--- src/rtl/branch_predictor.sv ---
// Direct-mapped BTB with 2-bit saturating counters.
// Predicts the next fetch PC in IF and resolves, redirects and trains in EX.
module branch_predictor #(
    parameter int ENTRIES = 16,
    parameter int IDX_W   = $clog2(ENTRIES)
) (
    input  logic        clk,
    input  logic        rst,
    input  logic [31:0] if_pc,
    output logic        pred_taken,
    output logic [31:0] pred_target,
    input  logic        ex_valid,
    input  logic        ex_branch,
    input  logic        ex_taken,
    input  logic [31:0] ex_pc,
    input  logic [31:0] ex_target,
    input  logic        ex_pred_taken,
    input  logic [31:0] ex_pred_target,
    output logic        mispredict,
    output logic [31:0] redirect_pc,
    output logic [31:0] branch_cnt,
    output logic [31:0] mispred_cnt
);
    localparam int TAG_W = 30 - IDX_W;
    localparam logic [1:0] CTR_SNT = 2'b00;
    localparam logic [1:0] CTR_WNT = 2'b01;
    localparam logic [1:0] CTR_WT  = 2'b10;
    localparam logic [1:0] CTR_ST  = 2'b11;

    logic             valid_reg  [ENTRIES];
    logic [TAG_W-1:0] tag_reg    [ENTRIES];
    logic [31:0]      target_reg [ENTRIES];
    logic [1:0]       ctr_reg    [ENTRIES];

    logic [IDX_W-1:0] if_idx, ex_idx;
    logic [TAG_W-1:0] if_tag, ex_tag;
    logic             if_hit, ex_tag_match, ex_hit;
    logic             upd, nb_flush;
    logic [31:0]      ex_pc_plus4;
    logic [ENTRIES-1:0] sel;

    assign if_idx = if_pc[IDX_W+1:2];
    assign if_tag = if_pc[31:IDX_W+2];
    assign ex_idx = ex_pc[IDX_W+1:2];
    assign ex_tag = ex_pc[31:IDX_W+2];

    assign if_hit      = valid_reg[if_idx] && (tag_reg[if_idx] == if_tag);
    assign pred_taken  = if_hit && ctr_reg[if_idx][1];
    assign pred_target = pred_taken ? target_reg[if_idx] : if_pc + 32'd4;

    assign ex_tag_match = (tag_reg[ex_idx] == ex_tag);
    assign ex_hit       = valid_reg[ex_idx] && ex_tag_match;
    assign upd          = ex_valid && ex_branch;
    // A non-branch that fetch steered away must be flushed and its stale entry dropped
    assign nb_flush     = ex_valid && !ex_branch && ex_pred_taken;
    assign ex_pc_plus4  = ex_pc + 32'd4;

    assign mispredict  = (upd && ((ex_taken != ex_pred_taken) ||
                                  (ex_taken && (ex_target != ex_pred_target))))
                         || nb_flush;
    assign redirect_pc = (ex_taken && !nb_flush) ? ex_target : ex_pc_plus4;

    genvar gi;
    generate
        for (gi = 0; gi < ENTRIES; gi++) begin : g_sel
            assign sel[gi] = (ex_idx == IDX_W'(gi));
        end
    endgenerate

    always_ff @(posedge clk) begin
        if (rst) begin
            for (int i = 0; i < ENTRIES; i++) begin
                valid_reg[i]  <= 1'b0;
                tag_reg[i]    <= '0;
                target_reg[i] <= '0;
                ctr_reg[i]    <= CTR_WNT;
            end
        end else begin
            for (int i = 0; i < ENTRIES; i++) begin
                if (sel[i]) begin
                    if (upd) begin
                        if (ex_hit) begin
                            if (ex_taken) begin
                                ctr_reg[i]    <= (ctr_reg[i] == CTR_ST) ? CTR_ST : ctr_reg[i] + 2'd1;
                                target_reg[i] <= ex_target;
                            end else begin
                                ctr_reg[i] <= (ctr_reg[i] == CTR_SNT) ? CTR_SNT : ctr_reg[i] - 2'd1;
                            end
                        end else if (ex_taken) begin
                            valid_reg[i]  <= 1'b1;
                            tag_reg[i]    <= ex_tag;
                            target_reg[i] <= ex_target;
                            ctr_reg[i]    <= CTR_WT;
                        end
                    end else if (nb_flush && ex_tag_match) begin
                        valid_reg[i] <= 1'b0;
                    end
                end
            end
        end
    end

    always_ff @(posedge clk) begin
        if (rst) begin
            branch_cnt  <= '0;
            mispred_cnt <= '0;
        end else begin
            if (upd)        branch_cnt  <= branch_cnt + 32'd1;
            if (mispredict) mispred_cnt <= mispred_cnt + 32'd1;
        end
    end
endmodule

--- config.mk ---
export PLATFORM = sky130hd
export DESIGN_NAME = branch_predictor
export DESIGN_NICKNAME = d
export VERILOG_FILES = /design/src/rtl/branch_predictor.sv
export SDC_FILE = /design/constraint.sdc
export NUM_CORES = 2
export LEC_CHECK = 0
export ABC_CLOCK_PERIOD_IN_PS = 8900
export CAP_MARGIN = 20
export CORE_MARGIN = 1
export CORE_UTILIZATION = 30
export CTS_BUF_LIST = sky130_fd_sc_hd__clkbuf_4 sky130_fd_sc_hd__clkbuf_8
export CTS_CLUSTER_SIZE = 25
export DETAILED_ROUTE_END_ITERATION = 12
export HOLD_SLACK_MARGIN = 0.1
export PLACE_DENSITY_LB_ADDON = 0.05
export SLEW_MARGIN = 20
export SYNTH_ARGS = -nofsm -noshare
export SYNTH_HDL_FRONTEND = slang
export SYNTH_SLANG_ARGS = --single-unit
--- constraint.sdc ---
create_clock -name clk -period 8.9 [get_ports clk]
set_input_delay 2.67 -clock clk [delete_from_list [all_inputs] [get_ports clk]]
set_output_delay 2.67 -clock clk [all_outputs]
set_load 0.02 [all_outputs]
# Word level (Yosys, flattened, before mapping)

Memory sizes are Yosys's and may differ from the RTL's.
Cells that the tools add are included.

Register bits after elaboration: 64
RAM bits: 976
Input bits: 134
Output and inout port bits: 130
Word-level logic and storage cells: 602
Memories: 4

$add $sub $neg: 36
Equality and inequality tests: 35
Multiplexer cells: 366
Bitwise gates (word level): 128
Reduce and logical (&&, ||, !) cells: 31

Memories:

| name       | words | width | read ports | clocked after Yosys merged registers in | write ports | line | source |
|---|---|---|---|---|---|---|---|
| target_reg | 16    | 32    | 1          | 0                                       | 16          | 32   | `logic [31:0] target_reg [ENTRIES];` |
| tag_reg    | 16    | 26    | 2          | 0                                       | 16          | 31   | `logic [TAG_W-1:0] tag_reg [ENTRIES];` |
| ctr_reg    | 16    | 2     | 17         | 0                                       | 16          | 33   | `logic [1:0] ctr_reg [ENTRIES];` |
| valid_reg  | 16    | 1     | 2          | 0                                       | 16          | 30   | `logic valid_reg [ENTRIES];` |

Operators with widths:

| operator                                                           | number |
|---|---|
| 32-bit two-way mux                                                 | 34 |
| 26-bit two-way mux                                                 | 16 |
| 1-bit two-way mux                                                  | 236 |
| 2-bit two-way mux                                                  | 80 |
| 1-bit OR                                                           | 128 |
| 32-bit by 1-bit adder with 32-bit output, second input constant    | 2 |
| 32-bit by 3-bit adder with 32-bit output, second input constant    | 2 |
| 26-bit == test                                                     | 2 |
| 2-bit by 1-bit adder with 2-bit output, second input constant      | 16 |
| 2-bit == test, second input constant                               | 16 |
| 4-bit == test, second input constant                               | 8 |
| 2-bit zero test                                                    | 16 |
| 32-bit inequality test                                             | 1 |
| 2-bit by 1-bit subtractor with 2-bit output, second input constant | 16 |
| 4-bit by 3-bit == test with 1-bit output, second input constant    | 4 |
| 1-bit logical AND                                                  | 10 |
| 4-bit by 2-bit == test with 1-bit output, second input constant    | 2 |
| 4-bit by 1-bit == test with 1-bit output, second input constant    | 1 |
| 4-bit zero test                                                    | 1 |
| 1-bit zero test                                                    | 2 |
| 1-bit logical OR                                                   | 2 |
| 1-bit inequality test                                              | 1 |

# Depth between registers and ports, before layout

An unclocked memory read counts as a cell.

Word-level depth: 11
Mapped depth: 19
Gate-level depth less buffers: 10

# Least setup slack after synthesis

Ideal clock, no wire load.

Path type: in2out
Start point: in if_pc[2]
End point: out pred_taken
Arrival time: 6.336 ns
Setup slack: -0.106 ns
Stages on the path: 9
Path buffers: 3
Cells stage by stage: buf_2 buf_1 buf_1 mux4_2 mux4_2 xnor2_1 nand2_1 or4b_2 nor3_1

Cells in the longest elaborated chain, start to end: 4
Elaborated cells between the ends (all ways): 6
Classes of those cells: eq/ne (1); reduce/logical (2); memory (3)

Ends and longest elaborated chain:

| element                 | line | source |
|---|---|---|
| start, declared         | 9    | `input logic [31:0] if_pc,` |
| memory read 16 x 26 bit | --   |  |
| 26-bit == test          | 47   | `assign if_hit = valid_reg[if_idx] && (tag_reg[if_idx] == if_tag);` |
| 1-bit logical AND       | 47   |  |
| 1-bit logical AND *     | 48   | `assign pred_taken = if_hit && ctr_reg[if_idx][1];` |
| end, declared           | 10   | `output logic pred_taken,` |

Mark *: on every way between the ends. The rest lies on a longest branch, timed or not.

# Worst setup path in the final report

Start point: in if_pc[2]
End point: out pred_target[11]

Cells in the longest elaborated chain, start to end: 5
Elaborated cells between the ends (all ways): 9
Classes of those cells: add/sub (1); eq/ne (1); mux (1); reduce/logical (2); memory (4)

Ends and longest elaborated chain:

| element                 | line | source |
|---|---|---|
| memory read 16 x 26 bit | --   |  |
| 26-bit == test          | 47   |  |
| 1-bit logical AND       | 47   |  |
| 1-bit logical AND       | 48   |  |
| 32-bit two-way mux *    | 49   | `assign pred_target = pred_taken ? target_reg[if_idx] : if_pc + 32'd4;` |
| end, declared           | 11   | `output logic [31:0] pred_target,` |

Marks and branches as above.

==> flow_summary.json <==
{
  "drive_gt1_share_pct": 27.0,
  "ios": 264,
  "final_max_slew_viol_count": 0,
  "worst_ep_arrival_time_ps": 6130,
  "grt-ovfl-total": 0,
  "tightest_slew_ps": 1170,
  "slowest_stage": "mux4_2",
  "cp_top_family": "multiplexers",
  "power.share.clock_pct": 38.1,
  "cap_viol_max_count": 0,
  "netlist_instances": 3566,
  "critPathCaptureType": "output port",
  "postSynthNetCount": 3707,
  "design.core.area_sq_mm": 0.170,
  "tritoncts": "yes",
  "reg2reg_setup_slack_ps": 4330,
  "crit_path_max_fanout": 8,
  "drtPass1Iterations": 7,
  "finalInstanceArea_sq_mm": 0.0623,
  "synthFlopType": "edfxtp_1",
  "power.combinational.fraction_pct": 13.2,
  "synth.cell_area_sq_mm": 0.0514,
  "power-per-cell-area_mw_per_mm2": 190,
  "layout.area.seq_sq_mm": 0.0306,
  "max_freq_mhz": 114,
  "num-nets-final": 4154,
  "synth_cell_types": 65,
  "synth.yosys.warnings": 0,
  "multiInputGateArea_sq_mm": 0.0197,
  "synthXorXnorAreaFrac_pct": 3.13,
  "synth_top_family_by_area": "multiplexers",
  "areaGrowthSynthToFinish_pct": 21.2,
  "irDropWorstVdd_v": 0.000162,
  "port_buffers": 263,
  "clock-skew-final_ps": 50.6,
  "filler_cell_count": 16100,
  "worstPathRequired_ps": 6230,
  "dieWidth_um": 416,
  "final_antenna_net_count": 0,
  "timing.hold.ws_ps": 505,
  "fin_crit_ps": 8800,
  "routed_via_density": 5.34,
  "route.vias.total": 34100,
  "hold_path_startpoint": "mispred_cnt[5]",
  "rows": 151,
  "ctsHoldBuffers": 0,
  "grt_antenna_before_repair": 7,
  "clock_tree.root_cell": "clkbuf_8",
  "clkTransAtPathRegs_ps": 50,
  "grt_start_max_net_pins": 110,
  "clock_insertion_delay_worst_skew_ps": 950,
  "postPlaceCellArea_sq_mm": 0.0583,
  "timing.critical_path.slowest_cell_delay_ps": 540,
  "worst_setup_path_start_kind": "primary input",
  "hpwl_um": 134000,
  "synthMuxAreaShare_pct": 18.3,
  "routability_cong": 0.835,
  "power.switching_fraction_pct": 26.6,
  "reg2regPathDepth": 12,
  "synth-edff-count": 976,
  "critPathMostFrequentCell": "buf_12",
  "grt_pass1_vias": 35500,
  "min_delay_worst_endpoint": "mispred_cnt[5]",
  "h-tree-depth": 4,
  "p_switching_uw": 3160,
  "worstReg2RegEnd": "ctr_reg[12][1]",
  "tritoncts.num_buffers": 191,
  "routed_wire_length_per_instance_um": 32.2,
  "die_area_sq_mm": 0.173,
  "fin_setup_tns_ps": 0,
  "post-route-drc-count": 0,
  "synth.avg_cell_area_sq_um": 14.4,
  "grt.total_usage_pct": 23.5,
  "initial_core_util_pct": 30.3,
  "largest_register_ffs": 512,
  "final-hold-violation-count": 0,
  "async_reset_ff_share_pct": 0,
  "setup_ws_ps": 99.8,
  "worst_slew_margin_pct": 22.0,
  "cts.sink_count": 1040,
  "timing.critical_path.cells": "bufbuf_16, buf_12, buf_4, mux4_2, mux4_2, xor2_1, nor2_1, nand4b_1, nor3_4, buf_12, buf_12, buf_16, mux2_2, clkbuf_2",
  "r2r_start": "tag_reg[2][23]",
  "max-clock-path-buffers": 3,
  "power.internal_uw": 8700,
  "die_y_um": 416,
  "holdCritPathClass": "reg2reg",
  "drt_first_iter_violations": 2494,
  "power_frac_seq_pct": 48.7,
  "synthAdderAreaFrac_pct": 0.170,
  "status": "finished clean",
  "grt_first_pass_wirelength_um": 284000,
  "p_leak_uw": 0.0219,
  "worstSetupPathDepth": 14,
  "crit_type": "in2out",
  "totalWireLength_um": 206000,
  "yosysSeqAreaShare_pct": 59.5,
  "crit_buf_inv": 7,
  "final_min_period_over_clock_period_pct": 98.9,
  "yosys.area_share.simple_pct": 12.0,
  "place_worst_setup_slack_ps": -601,
  "hold-path-cell-count": 2,
  "synth-compound-area-share_pct": 3.86,
  "setup_viol": 0,
  "synth-seq-cells": 1040
}
[synthesized netlist by cell type (20+ instances only)]
cell,number,area (sq um)
xnor2_1,94,823
o21ai_0,32,160
mux4_2,353,7950
dfxtp_1,64,1280
a21oi_1,64,320
buf_2,34,170
nor2_1,381,1430
clkbuf_1,226,848
and3_1,150,938
nand2_1,112,420
inv_1,52,195
a211oi_1,29,218
edfxtp_1,976,29300
buf_4,20,150
and2_1,231,1450
mux2_2,43,484
xor2_1,90,788
o21bai_1,48,360
nor2b_1,52,325
a22oi_1,38,285
nand3_1,56,280
nand2b_1,40,250
mux2i_1,97,971
nand4_1,31,194
buf_1,32,120
nor3_1,38,190
[how the worst max path moves through the flow]
| stage | to | from | slack [ps] |
|---|---|---|---|
| 4_1_cts | pred_target[20] | if_pc[2] | 0.8 |
| 2_1_floorplan | pred_target[0] | if_pc[2] | 6 |
| 5_1_grt | pred_target[11] | if_pc[2] | -0.2 |
| 3_3_place_gp | pred_target[5] | if_pc[2] | -650 |
| 3_5_place_dp | pred_target[11] | if_pc[2] | -600 |
| 6_report | pred_target[11] | if_pc[2] | 100 |
[through the flow]
step,util (%),total power (uW),std cells
3_3_place_gp,34.3,7420,6021
3_5_place_dp,34.3,7440,6021
4_1_cts,36.6,12000,6376
2_1_floorplan,-,6630,3566
5_1_grt,36.7,12200,6383
6_report,36.7,11900,6387
[power groups by stage]
stage | Combinational (uW) | Sequential (uW) | Clock (uW)
5_1_grt | 1640 | 5800 | 4810
6_report | 1560 | 5770 | 4520
3_3_place_gp | 1560 | 5860 | 0
2_1_floorplan | 812 | 5820 | 0
4_1_cts | 1580 | 5770 | 4650
3_5_place_dp | 1570 | 5870 | 0
[layer usage]
layer	share of wire, %	up-vias	global-route usage, %
met4	3.6	0	8.54
met1	41	18200	29.4
met3	4.2	333	3.07
met2	51	1083	41.5
li1	-	14500	-
met5	0	-	0
[cells in the final DEF, fill, tap and decap left out, drive strengths merged, types with 8 or more instances in the layout]
cell           synthesis  layout
and3                 150     150
and2                 235     235
a22o                  14      14
nand2b                40      40
a31oi                  9       9
nand3                 61      61
buf                   91     323
edfxtp               976     976
inv                   52      59
a22oi                 38      38
a21boi                 8       8
dfxtp                 64      64
or3                   16      16
nor2b                 52      52
clkdlybuf4s50          0     217
a311oi                 9       9
nor2                 383     383
clkbuf               226     269
mux2i                 97      97
xor2                  90      90
a211oi                29      29
nand4                 31      31
mux2                  43      43
nand2                115     115
nor3                  38      38
xnor2                 94      94
or2                    8       8
a21oi                 64      64
clkinv                 0      79
nand3b                 8       8
clkdlybuf4s15          0       8
and3b                 10      10
nor4                  15      15
o21bai                48      48
mux4                 353     353
and4                  10      10
o21ai                 32      32
o21a                   9       9
[worst min-delay path, stage by stage (launching register included)]
cell     delay [ps]
dfxtp_1         320
o21ai_0          70
a21oi_1          60
[cell families after synthesis]
family / Yosys count
flops: 1040
fa+ha+maj: 7
simple gates: 1183
compound gates: 290
buf+inv: 369
mux: 493
xor+xnor: 184
[cell type report]
cell class	instances	share of cell area [%]
timing repair buffer	571	8.67
multi-input combinational	2157	31.6
inverter	52	0.313
sequential	1040	49.1
clock buffer	247	4.92
tap	2218	4.45
antenna	7	0.0281
clock inverter	95	0.938
[repair_timing]
item                                   in CTS  in global routing
cloned                                      3                  1
pin swaps                                   3                  8
setup endpoints to repair                  32                 32
setup buffers                              10                  5
resized for setup                          67                 48
endpoints found under the hold margin       0                  0
Power figures use the tool's default switching activity.
